### config.mk
export PLATFORM = sky130hd
export DESIGN_NAME = morse_symbol_framer
export DESIGN_NICKNAME = d
export VERILOG_FILES = /design/src/rtl/morse_pkg.sv /design/src/rtl/morse_debounce.sv /design/src/rtl/morse_symbol_framer.sv
export SDC_FILE = /design/constraint.sdc
export NUM_CORES = 1
export LEC_CHECK = 0
export ABC_AREA = 1
export ABC_CLOCK_PERIOD_IN_PS = 3500
export CORE_ASPECT_RATIO = 1.2
export CORE_MARGIN = 2
export CORE_UTILIZATION = 60
export CTS_CLUSTER_SIZE = 40
export DETAILED_ROUTE_END_ITERATION = 8
export PLACE_DENSITY = 0.84
export SLEW_MARGIN = 15
export SYNTH_ARGS = -nofsm -noshare
export SYNTH_HDL_FRONTEND = slang
export SYNTH_SLANG_ARGS = --single-unit
### constraint.sdc
create_clock -name clock -period 3.5 [get_ports clock]
set_input_delay 0.35 -clock clock [delete_from_list [all_inputs] [get_ports clock]]
set_output_delay 0.35 -clock clock [all_outputs]
set_load 0.005 [all_outputs]
### src/rtl/morse_pkg.sv
// Shared Morse constants, FSM encoding and record field widths for the
// framer and the downstream receiver.
package morse_pkg;

    localparam int MAX_ELEM         = 5;
    localparam int DASH_UNITS       = 2;
    localparam int LETTER_GAP_UNITS = 3;
    localparam int WORD_GAP_UNITS   = 7;

    localparam int CODE_BITS_W = 5;
    localparam int CODE_LEN_W  = 3;

    typedef enum logic [1:0] {
        IDLE  = 2'd0,
        MARK  = 2'd1,
        SPACE = 2'd2
    } state_t;

endpackage

### src/rtl/morse_debounce.sv
// Two-flop synchronizer and debounce filter for the raw key; the level output
// follows the input 2 + DEBOUNCE_CYCLES cycles later, no backpressure.
module morse_debounce #(
    parameter int DEBOUNCE_CYCLES = 4
) (
    input  logic clock,
    input  logic reset,
    input  logic i_raw,
    output logic o_level
);

    localparam int DB_W = $clog2(DEBOUNCE_CYCLES + 1);
    localparam logic [DB_W-1:0] DB_LAST = DB_W'(DEBOUNCE_CYCLES - 1);

    logic            r_meta;
    logic            r_sync;
    logic            r_level;
    logic [DB_W-1:0] r_cnt;

    always_ff @(posedge clock or posedge reset) begin
        if (reset) begin
            r_meta  <= 1'b0;
            r_sync  <= 1'b0;
            r_level <= 1'b0;
            r_cnt   <= '0;
        end else begin
            r_meta <= i_raw;
            r_sync <= r_meta;
            // Any cycle where the input agrees with the level restarts the run.
            if (r_sync != r_level) begin
                if (r_cnt == DB_LAST) begin
                    r_level <= r_sync;
                    r_cnt   <= '0;
                end else begin
                    r_cnt <= r_cnt + 1'b1;
                end
            end else begin
                r_cnt <= '0;
            end
        end
    end

    assign o_level = r_level;

endmodule

### src/rtl/morse_symbol_framer.sv
// Morse key front end: times marks/spaces, packs letters, emits letter and word-end
// records one cycle after the gap threshold; a record arriving at a full, unaccepted slot is dropped and flagged.
module morse_symbol_framer
    import morse_pkg::*;
#(
    parameter int UNIT_CYCLES     = 60,
    parameter int DEBOUNCE_CYCLES = 4,
    parameter int CNT_W           = 16
) (
    input  logic                   clock,
    input  logic                   reset,
    input  logic                   morse,
    input  logic                   code_ready,
    output logic                   code_valid,
    output logic [CODE_BITS_W-1:0] code_bits,
    output logic [CODE_LEN_W-1:0]  code_len,
    output logic                   word_end,
    output logic                   too_long,
    output logic                   overrun
);

    localparam logic [CNT_W-1:0] DASH_TH   = CNT_W'(DASH_UNITS * UNIT_CYCLES);
    localparam logic [CNT_W-1:0] LETTER_TH = CNT_W'(LETTER_GAP_UNITS * UNIT_CYCLES);
    localparam logic [CNT_W-1:0] WORD_TH   = CNT_W'(WORD_GAP_UNITS * UNIT_CYCLES);
    localparam logic [CNT_W-1:0] CNT_MAX   = {CNT_W{1'b1}};
    localparam logic [CODE_LEN_W-1:0] LEN_MAX = CODE_LEN_W'(MAX_ELEM);

    logic                   w_lvl;
    logic                   r_lvl_d;
    state_t                 r_state;
    state_t                 w_next_state;
    logic [CNT_W-1:0]       r_mark_cnt;
    logic [CNT_W-1:0]       r_space_cnt;
    logic [CODE_BITS_W-1:0] r_bits;
    logic [CODE_LEN_W-1:0]  r_len;
    logic                   r_too_long_pend;
    logic                   r_letter_sent;

    logic                   r_code_valid;
    logic [CODE_BITS_W-1:0] r_code_bits;
    logic [CODE_LEN_W-1:0]  r_code_len;
    logic                   r_word_end;
    logic                   r_too_long;
    logic                   r_overrun;

    logic w_rise;
    logic w_fall;
    logic w_mark_end;
    logic w_letter_emit;
    logic w_word_gap;
    logic w_word_emit;
    logic w_slot_free;

    morse_debounce #(
        .DEBOUNCE_CYCLES(DEBOUNCE_CYCLES)
    ) u_debounce (
        .clock  (clock),
        .reset  (reset),
        .i_raw  (morse),
        .o_level(w_lvl)
    );

    assign w_rise        = w_lvl & ~r_lvl_d;
    assign w_fall        = ~w_lvl & r_lvl_d;
    assign w_mark_end    = (r_state == MARK) && w_fall;
    assign w_letter_emit = (r_state == SPACE) && (r_space_cnt == LETTER_TH) && (r_len != '0);
    assign w_word_gap    = (r_state == SPACE) && (r_space_cnt == WORD_TH);
    assign w_word_emit   = w_word_gap && r_letter_sent;
    assign w_slot_free   = ~r_code_valid | code_ready;

    always_ff @(posedge clock or posedge reset) begin
        if (reset) begin
            r_state <= IDLE;
        end else begin
            r_state <= w_next_state;
        end
    end

    always_comb begin
        w_next_state = r_state;
        case (r_state)
            IDLE:    if (w_rise) w_next_state = MARK;
            MARK:    if (w_fall) w_next_state = SPACE;
            SPACE: begin
                if (w_rise) begin
                    w_next_state = MARK;
                end else if (w_word_gap) begin
                    w_next_state = IDLE;
                end
            end
            default: w_next_state = IDLE;
        endcase
    end

    always_ff @(posedge clock or posedge reset) begin
        if (reset) begin
            r_lvl_d         <= 1'b0;
            r_mark_cnt      <= '0;
            r_space_cnt     <= '0;
            r_bits          <= '0;
            r_len           <= '0;
            r_too_long_pend <= 1'b0;
            r_letter_sent   <= 1'b0;
        end else begin
            r_lvl_d <= w_lvl;

            if (w_rise && (r_state != MARK)) begin
                r_mark_cnt <= {{(CNT_W-1){1'b0}}, 1'b1};
            end else if ((r_state == MARK) && (r_mark_cnt != CNT_MAX)) begin
                r_mark_cnt <= r_mark_cnt + 1'b1;
            end

            if (w_mark_end) begin
                r_space_cnt <= {{(CNT_W-1){1'b0}}, 1'b1};
            end else if ((r_state == SPACE) && (r_space_cnt != CNT_MAX)) begin
                r_space_cnt <= r_space_cnt + 1'b1;
            end

            if (w_letter_emit) begin
                r_bits          <= '0;
                r_len           <= '0;
                r_too_long_pend <= 1'b0;
            end else if (w_mark_end) begin
                if (r_len < LEN_MAX) begin
                    r_bits[r_len] <= (r_mark_cnt >= DASH_TH);
                    r_len         <= r_len + 1'b1;
                end else begin
                    r_too_long_pend <= 1'b1;
                end
            end

            // Word-end only follows a letter emitted within the same space.
            if (w_next_state == MARK) begin
                r_letter_sent <= 1'b0;
            end else if (w_letter_emit) begin
                r_letter_sent <= 1'b1;
            end
        end
    end

    always_ff @(posedge clock or posedge reset) begin
        if (reset) begin
            r_code_valid <= 1'b0;
            r_code_bits  <= '0;
            r_code_len   <= '0;
            r_word_end   <= 1'b0;
            r_too_long   <= 1'b0;
            r_overrun    <= 1'b0;
        end else begin
            if ((w_letter_emit || w_word_emit) && w_slot_free) begin
                r_code_valid <= 1'b1;
                r_code_bits  <= w_letter_emit ? r_bits : '0;
                r_code_len   <= w_letter_emit ? r_len : '0;
                r_word_end   <= w_word_emit;
                r_too_long   <= w_letter_emit && r_too_long_pend;
            end else if (code_ready) begin
                r_code_valid <= 1'b0;
            end

            if ((w_letter_emit || w_word_emit) && !w_slot_free) begin
                r_overrun <= 1'b1;
            end
        end
    end

    assign code_valid = r_code_valid;
    assign code_bits  = r_code_bits;
    assign code_len   = r_code_len;
    assign word_end   = r_word_end;
    assign too_long   = r_too_long;
    assign overrun    = r_overrun;

endmodule

==> flow_summary_export.csv <==
group,metric,value,unit
outcome,status,"completed",
drt,ant_nets,0,
grt,grt_max_degree,50,
setup_path,cp_cell_sequence,"inv_1 -> ha_1 -> nand2_1 -> nand2_1 -> nor3_2 -> nand2_1 -> o21ai_0 -> nor2_1",
setup_path,critPathLaunchType,"flop",
power_and_ir_drop,total_power,2.353,mW
setup_path,crit_required,3740,ps
grt,antenna_found_initial,0,
drt,vias,3147,
placement,globalplace.congestion,0.9041,
finish,final_common_cell,"nand2_1",
die,die-area,0.006605,mm2
timing,post-route-worst-setup-slack,1311,ps
timing,finalCriticalPeriod,2189,ps
setup_path,critPathSlowestCell,"nor3_2",
clock_network,clock_sinks,63,
timing,grt_setup_unrepaired,"no",
synth,syn_avg_cell_area,7.460,um2
run,cap_viol_max_count,0,
power_and_ir_drop,max-vdd-ir-drop,0.4652,mV
finish,drive_gt1_frac,0.08383,
finish,ff_latch_area,0.001577,mm2
clock_network,cts_tree,"built",
synth,ys_ff_latch,63,
timing,tightest_slew,997.8,ps
finish,fillCellCount,481,
timing,post-route-period-util,0.6253,
synth,yosysSeqAreaShare,0.4403,
synth,yosys_warnings,0,
clock_network,insertion_delay,350,ps
setup_path,r2r_slack,1310,ps
die,die_w,74.53,um
finish,area_delta_synth_final,12.30,%
setup_path,cp.arrival,2430,ps
timing,slew_violations,0,
timing,finClkSkew,9.346,ps
drt,drt_iter0_drc,308,
placement,dpl.hpwl,5.115,mm
timing,max_freq,0.4569,GHz
clock_network,cts_hold_buf,0,
timing,finalSetupTns,0,ps
timing,finalHoldWorstSlack,348.8,ps
drt,first_pass_iters,5,
clock_network,cts_made_buffers,9,
synth,synth_area,0.003581,mm2
finish,final_cell_mix,"nand2_1, dfrtp_1, nor2_1, inv_1, nand3_1",
placement,portBuffers,15,
clock_network,ctsHtreeMaxLevel,3,
drt,routed_wirelength,7.332,mm
min_path,min_path_type,"flop to flop",
synth,yosysUniqueCellTypes,31,
power_and_ir_drop,power.leakage,2.014,nW
finish,nets,507,
setup_path,crit_type,"flop to flop",
finish,antenna_cells,0,
timing,slew_headroom,0.3338,
finish,multiInputGateArea,0.001747,mm2
min_path,hold_path_depth,0,
grt,grt_pass1_wl,12.67,mm
grt,grt_usage,0.2491,
clock_network,cts_root_buf,"clkbuf_8",
power_and_ir_drop,p_per_area,585.2,mW/mm2
die,num_rows,30,
die,ios,16,
clock_network,cts_resized,0,
clock_network,clk_path_buf_depth,2,
drt,detail_route.vias_per_cell,5.417,
timing,hold_viol,0,
drt,drc,0,
grt,first_global_vias,2959,
timing,setup_viol,0,
setup_path,crit_path_end_kind,"flop",
setup_path,r2r_cells,8,
die,fp.coreArea,0.005705,mm2
clock_network,cts_setup_buffers,0,
setup_path,critPathMaxFanout,12,
grt,grt_overflow,0,
placement,post-place-ws,1329,ps
synth,syn_inst,480,
drt,wl_per_cell,12.62,um
die,initial_utilization,0.6276,
die,die_y,88.63,um
setup_path,cpPeakStageDelay,560,ps
setup_path,cpMostUsedCell,"nand2_1",
clock_network,clkTransAtPathRegs,70,ps
synth,synth_fp_nets,491,
==> metrics by stage <==
step	std cells	util	cell area [um2]
floorplan	480	-	3581
global placement	565	0.6618	3776
detailed placement	565	0.6618	3776
CTS	581	0.7048	4021
global route	581	0.7048	4021
finish	581	0.7048	4021
==> synth_stat cells <==
| cell | count | area share |
|---|---|---|
| clkbuf_1 | 2 | 0.0021 |
| ha_1 | 7 | 0.024 |
| dfrtp_1 | 63 | 0.44 |
| o21bai_1 | 3 | 0.0063 |
| nor3_2 | 1 | 0.0028 |
| o22ai_1 | 1 | 0.0017 |
| o21ai_0 | 12 | 0.017 |
| nand4_2 | 1 | 0.0035 |
| xor2_1 | 11 | 0.027 |
| buf_2 | 5 | 0.0070 |
| nand4_1 | 34 | 0.059 |
| o21ai_2 | 1 | 0.0024 |
| nor2_2 | 4 | 0.0070 |
| buf_6 | 2 | 0.0063 |
| nor2_1 | 58 | 0.061 |
| nor3b_1 | 2 | 0.0042 |
| inv_1 | 48 | 0.050 |
| nand2_1 | 150 | 0.16 |
| buf_1 | 2 | 0.0021 |
| a21oi_4 | 1 | 0.0045 |
| nand2_2 | 6 | 0.010 |
| xnor2_1 | 1 | 0.0024 |
| or2_2 | 1 | 0.0017 |
| inv_2 | 4 | 0.0042 |
| nor3_1 | 7 | 0.0098 |
| nand3_1 | 43 | 0.060 |
| nand3_2 | 2 | 0.0056 |
| nor2_4 | 2 | 0.0063 |
| nor2_8 | 1 | 0.0056 |
| a21oi_1 | 4 | 0.0056 |
| nand3b_1 | 1 | 0.0021 |
==> cells by family after synthesis <==
group / count (synthesis) / share of synthesized area
simple gates: 313 / 0.3966
buf+inv: 63 / 0.07198
flops: 63 / 0.4403
compound gates: 22 / 0.03739
xor+xnor: 12 / 0.02935
fa+ha+maj: 7 / 0.02446
==> layer usage <==
metal / up-vias / track usage / wire (um)
li1: 1578 / - / -
met1: 1456 / 0.2896 / 3161
met2: 88 / 0.4312 / 3691
met3: 25 / 0.05467 / 246
met4: 0 / 0.1201 / 233
met5: - / 0 / 0
==> worst max-delay path: cells and delay by family (launching register included) <==
| kind | cells | cell delay [ps] |
|---|---|---|
| adders and majority gates | 1 | 220 |
| buffers and inverters | 1 | 120 |
| DFF | 1 | 450 |
| AOI/OAI and AO/OA | 1 | 180 |
| and+or+nand+nor | 5 | 1130 |
==> state kept, by name (all words and copies together) (netlist names) <==
| register | flops |
|---|---|
| u_debounce.r_meta | 1 |
| code_valid | 1 |
| u_debounce.r_cnt | 3 |
| code_bits | 5 |
| word_end | 1 |
| u_debounce.r_sync | 1 |
| too_long | 1 |
| r_len | 3 |
| overrun | 1 |
| r_lvl_d | 1 |
| r_letter_sent | 1 |
| r_state | 2 |
| r_too_long_pend | 1 |
| r_bits | 5 |
| r_mark_cnt | 16 |
| u_debounce.o_level | 1 |
| code_len | 3 |
| r_space_cnt | 16 |
==> power breakdown <==
part           switching (mW)  leakage, nW  total (mW)  internal, mW
Clock                   0.291        0.122       0.780         0.490
Sequential              0.123        0.847       0.972         0.849
Combinational           0.425         1.05       0.601         0.176
Total                   0.839         2.01        2.35          1.51
==> worst paths after layout <==
check                                       start                 to
worst max-delay path                     r_len[0]          r_bits[0]
worst min-delay path            u_debounce.r_meta  u_debounce.r_sync
worst max register to register           r_len[0]          r_bits[0]
worst min register to register  u_debounce.r_meta  u_debounce.r_sync
max in group asynchronous                   reset      r_letter_sent
min in group asynchronous                   reset      r_mark_cnt[2]
==> area by class of cell <==
| class | instances | share of cell area |
|---|---|---|
| tap | 80 | 0.02489 |
| multi-input combinational | 354 | 0.4344 |
| sequential | 63 | 0.3920 |
| clock buffer | 10 | 0.03423 |
| inverter | 52 | 0.04854 |
| timing repair buffer | 16 | 0.03920 |
| clock inverter | 6 | 0.02676 |
No activity file was read; power rests on OpenSTA's default activity.
